===== config.mk =====
export PLATFORM = sky130hd
export DESIGN_NAME = valid_lane_scheduler
export DESIGN_NICKNAME = d
export VERILOG_FILES = /design/src/rtl/valid_lane_scheduler_pkg.sv /design/src/rtl/rr_prio_enc32.sv /design/src/rtl/valid_lane_scheduler.sv
export SDC_FILE = /design/constraint.sdc
export NUM_CORES = 1
export LEC_CHECK = 0
export CAP_MARGIN = 30
export CORE_MARGIN = 3
export CORE_UTILIZATION = 25
export DETAILED_ROUTE_END_ITERATION = 8
export PLACE_DENSITY_LB_ADDON = 0.05
export SYNTH_ARGS = -nofsm -noshare
export SYNTH_HDL_FRONTEND = slang
export SYNTH_HIERARCHICAL = 1
export SYNTH_SLANG_ARGS = --single-unit

===== constraint.sdc =====
create_clock -name clk -period 16 [get_ports clk]
set_input_delay 3.2 -clock clk [delete_from_list [all_inputs] [get_ports clk]]
set_output_delay 3.2 -clock clk [all_outputs]
set_load 0.02 [all_outputs]

===== src/rtl/valid_lane_scheduler_pkg.sv =====
// Shared constants and FSM state type for the valid-lane scheduler.
package valid_lane_scheduler_pkg;
   localparam int unsigned VLS_LANES = 32;
   localparam int unsigned VLS_IDX_W = 5;

   typedef enum logic [1:0] {
      S_IDLE  = 2'd0,
      S_ISSUE = 2'd1,
      S_DONE  = 2'd2
   } state_t;
endpackage


===== src/rtl/rr_prio_enc32.sv =====
// Rotating priority encoder: first set bit of i_req scanning i_base, i_base+1, ... (mod LANES).
module rr_prio_enc32 #(
   parameter int unsigned LANES = 32,
   parameter int unsigned IDX_W = 5
) (
   input  logic [LANES-1:0] i_req,
   input  logic [IDX_W-1:0] i_base,
   output logic [IDX_W-1:0] o_idx,
   output logic             o_any
);
   logic [2*LANES-1:0] w_dbl;
   logic [LANES-1:0]   w_rot;
   logic [IDX_W-1:0]   w_off;
   logic               w_found;

   // Rotate right by base so bit 0 of w_rot is lane i_base, then LSB-first encode.
   assign w_dbl = {i_req, i_req} >> i_base;
   assign w_rot = w_dbl[LANES-1:0];

   always_comb begin
      w_off   = '0;
      w_found = 1'b0;
      for (int unsigned i = 0; i < LANES; i++) begin
         if (!w_found && w_rot[i]) begin
            w_off   = IDX_W'(i);
            w_found = 1'b1;
         end
      end
   end

   assign o_any = |i_req;
   assign o_idx = w_off + i_base;
endmodule


===== src/rtl/valid_lane_scheduler.sv =====
// Issues each set lane of a captured valid mask to the lane engine, one per handshake,
// with a round-robin scan start carried across jobs.
module valid_lane_scheduler
   import valid_lane_scheduler_pkg::*;
#(
   parameter int unsigned LANES = VLS_LANES,
   parameter int unsigned IDX_W = VLS_IDX_W
) (
   input  logic             clk,
   input  logic             rst_n,
   input  logic             start_i,
   input  logic [LANES-1:0] mask_i,
   output logic             busy_o,
   output logic             lane_valid_o,
   output logic [IDX_W-1:0] lane_idx_o,
   input  logic             lane_ready_i,
   output logic             done_o,
   output logic [IDX_W:0]   count_o
);
   state_t           r_state;
   logic [LANES-1:0] r_pending;
   logic [IDX_W-1:0] r_base;
   logic [IDX_W-1:0] r_rr_ptr;
   logic [IDX_W:0]   r_count;

   logic [IDX_W-1:0] w_idx;
   logic             w_any;
   logic [LANES-1:0] w_clr;
   logic             w_last;

   rr_prio_enc32 #(
      .LANES(LANES),
      .IDX_W(IDX_W)
   ) u_enc (
      .i_req (r_pending),
      .i_base(r_base),
      .o_idx (w_idx),
      .o_any (w_any)
   );

   assign w_clr  = r_pending & ~(LANES'(1) << w_idx);
   assign w_last = ~|w_clr;

   // Outputs decode registered state only, so the offered index never follows inputs.
   assign lane_valid_o = (r_state == S_ISSUE) && w_any;
   assign lane_idx_o   = lane_valid_o ? w_idx : '0;
   assign busy_o       = (r_state != S_IDLE);
   assign done_o       = (r_state == S_DONE);
   assign count_o      = r_count;

   always_ff @(posedge clk or negedge rst_n) begin
      if (!rst_n) begin
         r_state   <= S_IDLE;
         r_pending <= '0;
         r_base    <= '0;
         r_rr_ptr  <= '0;
         r_count   <= '0;
      end else begin
         case (r_state)
            S_IDLE: begin
               if (start_i) begin
                  r_count <= '0;
                  if (|mask_i) begin
                     r_pending <= mask_i;
                     r_base    <= r_rr_ptr;
                     r_state   <= S_ISSUE;
                  end else begin
                     r_state <= S_DONE;
                  end
               end
            end
            S_ISSUE: begin
               if (lane_ready_i) begin
                  r_pending <= w_clr;
                  r_count   <= r_count + (IDX_W+1)'(1);
                  r_rr_ptr  <= w_idx + IDX_W'(1);
                  if (w_last) r_state <= S_DONE;
               end
            end
            S_DONE:  r_state <= S_IDLE;
            default: r_state <= S_IDLE;
         endcase
      end
   end
endmodule


Word level (Yosys, flattened, before mapping)
Cells that the tools add are included.

storage, ports and cells
  register bits = 50
  input bits = 36
  word-level logic and storage cells = 167
  output and inout port bits = 14

operators by class
  bitwise logic cells = 2
  $add $sub $neg = 3
  shift operators = 2
  reduce and logical (&&, ||, !) cells = 74
  eq/ne operators = 6
  muxes and demuxes = 75

operators with widths
  operator              count
  $mux 32               3
  $reduce_or 32->1      3
  $mux 5                17
  $pmux 32 s2           1
  $shr 64x5->32         1
  $and 32x32->32        1
  $logic_and 1x1->1     32
  $mux 1                32
  $mux 4                8
  $not 32->32           1
  $shl 1x5->32 const A  1
  $logic_not 1->1       31
  $mux 2                6
  $mux 3                4
  $mux 6                2
  $pmux 6 s2            1
  $reduce_and 3->1      3
  $ne 2x2->1 const B    4
  $add 6x1->6 const B   1
  $add 5x1->5 const B   1
  $add 5x5->5           1
  $pmux 2 s2            1
  $reduce_and 4->1      1
  $reduce_bool 2->1     2
  other kinds (4)       4

Longest topological paths before layout
  depth in word-level cells = 103
  mapped depth = 27
  mapped depth without buffers = 20

By module
The synthesis kept the hierarchy.

by module, submodules not included
  module                cells each  area an instance (sq um)  times used  seq. area each (sq um)
  rr_prio_enc32         371         3,688.5                   1           0.0
  valid_lane_scheduler  318         2,909.0                   1           1,251.2

Worst setup path after synthesis
No wires, ideal clock.

  path kind = reg-to-output
  start point = register r_base[1]
  end point = output port lane_idx_o[4]
  path slack = 8,095 ps
  required time = 12,800 ps
  stages on the path, launching flop included = 20
  arrival = 4,705 ps
  path buffers = 7
  cell sequence = dfrtp_1 > buf_4 > buf_4 > buf_2 > buf_2 > buf_2 > mux2i_1 > mux2i_1 > mux2_1 > or4b_1 > a31o_1 > a31o_1 > fa_1 > a21o_1 > a21oi_1 > xnor2_1 > xnor2_1 > buf_4 > buf_4 > and3_1

between the ends
  word-level cells in the longest chain between the ends = 97
  elaborated cells between the ends (all ways) = 127
  classes of those cells = add/sub (1); shift (1); mux (63); reduce/logical (62)

RTL lines
  element                 line                        RTL
  from (decl)             valid_lane_scheduler.sv:22  logic [IDX_W-1:0] r_base;
  from (signal assigned)  valid_lane_scheduler.sv:65  r_base <= r_rr_ptr;
  $shr 64x5->32           rr_prio_enc32.sv:17         assign w_dbl = {i_req, i_req} >> i_base;
  $mux 1                  rr_prio_enc32.sv:24         if (!w_found && w_rot[i]) begin
  $logic_not 1->1         rr_prio_enc32.sv:24
  $logic_and 1x1->1       rr_prio_enc32.sv:24
  $mux 1                  rr_prio_enc32.sv:24
  $logic_not 1->1         rr_prio_enc32.sv:24
  $logic_and 1x1->1       rr_prio_enc32.sv:24
  $mux 1                  rr_prio_enc32.sv:24
  [... 82 more ...]       --
  $logic_and 1x1->1       rr_prio_enc32.sv:24
  $mux 1                  rr_prio_enc32.sv:24
  $logic_not 1->1         rr_prio_enc32.sv:24
  $logic_and 1x1->1       rr_prio_enc32.sv:24
  $mux 5                  rr_prio_enc32.sv:24
  $add 5x5->5 (*)         rr_prio_enc32.sv:32         assign o_idx = w_off + i_base;
  via w_idx[4]            valid_lane_scheduler.sv:26  logic [IDX_W-1:0] w_idx;
  $mux 5 (*)              valid_lane_scheduler.sv:46  assign lane_idx_o = lane_valid_o ? w_idx : '0;
  to (decl)               valid_lane_scheduler.sv:15  output logic [IDX_W-1:0] lane_idx_o,

The timed path passes the listed nets; every way through them passes the cells marked *.

Worst setup path in the final report
  start point = register r_base[3]
  end point = output port lane_idx_o[4]

Same word-level chain as after synthesis.

==> flow_summary.toml <==
[synthesis]
ys_warn_count = 6
synthDistinctLibCells = 74
ys_seq_area_frac = 0.190
synth_edf_count = 0
synth_area_um2 = 6600
synth_top_area_cell = "mux4_2"
synthArstFlopShare = 1.00
synthesis.nets = 737
synthTopCellsByArea = "mux4_2, dfrtp_1, mux2_2, mux2i_1, a22o_1"
avgSynthCellArea_um2 = 9.58
syn_inst = 689
synth-seq-cells = 50
yosysTopAreaCellShare = 0.215
ys.flop_type = "dfrtp_1"

[sta]
clock.fmax_mhz = 104
hold_viol = 0
tightest_slew_ns = 1.01
final.setup_skew_ns = 0.0123
report.final.slew_viol_count = 0
period_share = 0.604
setup_viol = 0
rsz0062_at_grt = "false"
min_period_ns = 9.66
relSlewSlack = 0.326
fin_tns_setup_ns = 0

[clock_network]
numCtsBuffers = 5
ctsRootBufferMaster = "clkbuf_16"
clock_path_buffers = 2
htreeDepth = 2
cts_resized = 0
hold_buffers = 0
cts_sinks = 50
post_cts_buffers = 0
cts_tree = "yes"
worstSkewPairLatency_ns = 0.30
clkSlewWorstSetupHoldPaths_ns = 0.06

[critical_path]
critical_path.cell_chain = "buf_4 > mux4_2 > mux4_2 > a222oi_1 > o2111ai_1 > nor4b_4 > nand2_2 > o31a_1 > o2111ai_2 > ha_1 > fa_1 > a21o_1 > a21oi_1 > xnor2_1 > xnor2_2 > buf_4 > and3_1 > clkdlybuf4s50_1"
path_class = "register to output port"
slowest_stage = "buf_4"
cp-start-kind = "register"
crit_buf_inv = 3
required_ns = 12.80
slowest_delay_ns = 0.74
worstPathArrival_ns = 6.46
cpLargestDelayFamily = "buffers and inverters"
crit_path_end_kind = "output port"
path_max_fanout = 73

[cells_and_area]
fin_cells = 1041
final_nets = 758
final_area_um2 = 7500
area_growth_pct = 13.6
drive_above_1_share = 0.194
insertedDiodeCount = 0
nFillCells = 2712

[grt]
grt_pass1_wl_um = 43000
antenna_found_initial = 0
grt_overflow = 0
grt_max_degree = 74
grt_pass1_vias = 6602
grt_usage = 0.198

[place]
gp_congestion = 0.843
hpwl_um = 20300
dpl_cell_area_um2 = 7350
io_buffers = 49
place_inst = 1033

[die]
die_h_um = 168
start_util = 0.258
dieArea_um2 = 28400
coreArea_um2 = 25500
rows = 58
chipWidth_um = 168
pin_count = 50

[run]
drv_cap = 0

[detailed_routing]
wl_per_cell_um = 27.0
wirelength_um = 28100
drcViolationCount = 0
drt_iter0_drc = 654
avgViaCountPerCell = 6.09
drtPass1Iterations = 5
drt.antenna.violating_nets = 0
vias = 6342

[outcome]
status = "completed"

[min_path]
hp-class = "register to register"
[state kept, by name, summed over array words and instances, names as in the netlist]
signal / flops
count_o: 6
r_base: 5
r_pending: 32
r_rr_ptr: 5
r_state: 2
[final cells by class]
class / count / area, um^2 / share of cell area
multi-input cells: 576 / 5020 / 0.670
flip-flops and latches: 50 / 1250 / 0.167
repair buffers: 62 / 603 / 0.0804
well taps: 330 / 413 / 0.0551
clock buffers: 5 / 125 / 0.0167
inverters: 15 / 56.3 / 0.00751
clock inverters: 3 / 21.3 / 0.00284
[worst reg2reg max path, cell delays in order (launching register included)]
cell	delay, ns
dfrtp_2	0.37
buf_4	0.74
mux4_2	0.70
mux4_2	0.50
a222oi_1	0.49
o2111ai_1	0.32
nor4b_4	0.40
nand2_2	0.09
o31a_1	0.30
o2111ai_2	0.19
ha_1	0.21
fa_1	0.21
a21o_1	0.12
a21oi_1	0.07
xnor2_1	0.24
xnor2_2	0.15
buf_4	0.25
mux2_2	0.36
o32ai_1	0.30
nand2_1	0.11
nor4_2	0.32
nand4_1	0.19
a21o_1	0.22
[metal layers]
metal / share of wire / up-vias / GRT usage
li1: - / 2773 / -
met1: 0.43 / 3217 / 0.267
met2: 0.47 / 292 / 0.328
met3: 0.053 / 60 / 0.0159
met4: 0.039 / 0 / 0.0804
met5: 0 / - / 0
[final timing paths]
| path | startpoint | slack, ns | end | depth (start not counted) |
|---|---|---|---|---|
| worst max-delay path | r_base[3]$_DFFE_PN0P_ | 6.34 | lane_idx_o[4] | 18 |
| worst min-delay path | r_rr_ptr[4]$_DFFE_PN0P_ | 0.49 | r_rr_ptr[4]$_DFFE_PN0P_ | 2 |
| worst max register to register | r_base[3]$_DFFE_PN0P_ | 9.04 | r_state[0]$_DFFE_PN0P_ | 22 |
| worst min register to register | r_rr_ptr[4]$_DFFE_PN0P_ | 0.49 | r_rr_ptr[4]$_DFFE_PN0P_ | 2 |
| max in group asynchronous | rst_n | 12.46 | r_base[3]$_DFFE_PN0P_ | 2 |
| min in group asynchronous | rst_n | 3.00 | r_pending[28]$_DFFE_PN0P_ | 2 |
[synthesized netlist by cell type (4+ instances only)]
master and number:
a2bb2oi_1 6, and3_1 7, nor3_1 7, buf_2 13, buf_4 9, nor4_1 17
a21oi_1 17, xor2_1 6, o22ai_1 10, o21ai_0 49, nand3_1 12, or2_2 4
dfrtp_1 50, nand2_1 65, a22o_1 33, and2_1 10, buf_6 6, clkbuf_1 17
xnor2_1 5, mux2i_1 38, a211oi_1 4, nor2b_1 12, mux4_2 63, ha_1 11
nand4_1 10, nor2_1 47, mux2_2 36, o31ai_1 4, mux2_1 8, nand2b_1 15
inv_1 13, o32ai_1 6, a221oi_1 6, o211ai_1 6
[per-stage QoR]
stage	util	hold slack (ns)	setup slack, ns
finish	0.293	0.487	6.34
CTS	0.293	0.489	6.32
global placement	0.287	0.472	6.77
global route	0.293	0.506	5.90
detailed placement	0.288	0.474	6.64
floorplan	-	0.440	8.10
[layout by cell type, fill, tap and decap left out, drive strengths merged, types with 5 or more instances in the layout]
master	instances
a21oi	17
a221oi	6
a22o	33
a2bb2oi	6
and2	11
and3	7
buf	14
clkbuf	5
clkdlybuf4s50	48
dfrtp	50
ha	11
inv	13
mux2	44
mux2i	38
mux4	63
nand2	66
nand2b	15
nand3	12
nand4	10
nor2	49
nor2b	12
nor3	9
nor4	18
o211ai	6
o21ai	51
o22ai	10
o32ai	6
or2	6
xnor2	5
xor2	6
[kinds of logic after synthesis]
group | count (synthesis) | share of synthesized area
simple gates | 228 | 0.180
compound gates | 180 | 0.193
mux | 145 | 0.348
buf+inv | 63 | 0.0503
flops | 50 | 0.190
fa+ha+maj | 12 | 0.0239
xor+xnor | 11 | 0.0146
Power is left out: the tool's default activity adds up to more than one toggle a clock period on the data nets, which glitch-free logic cannot reach.
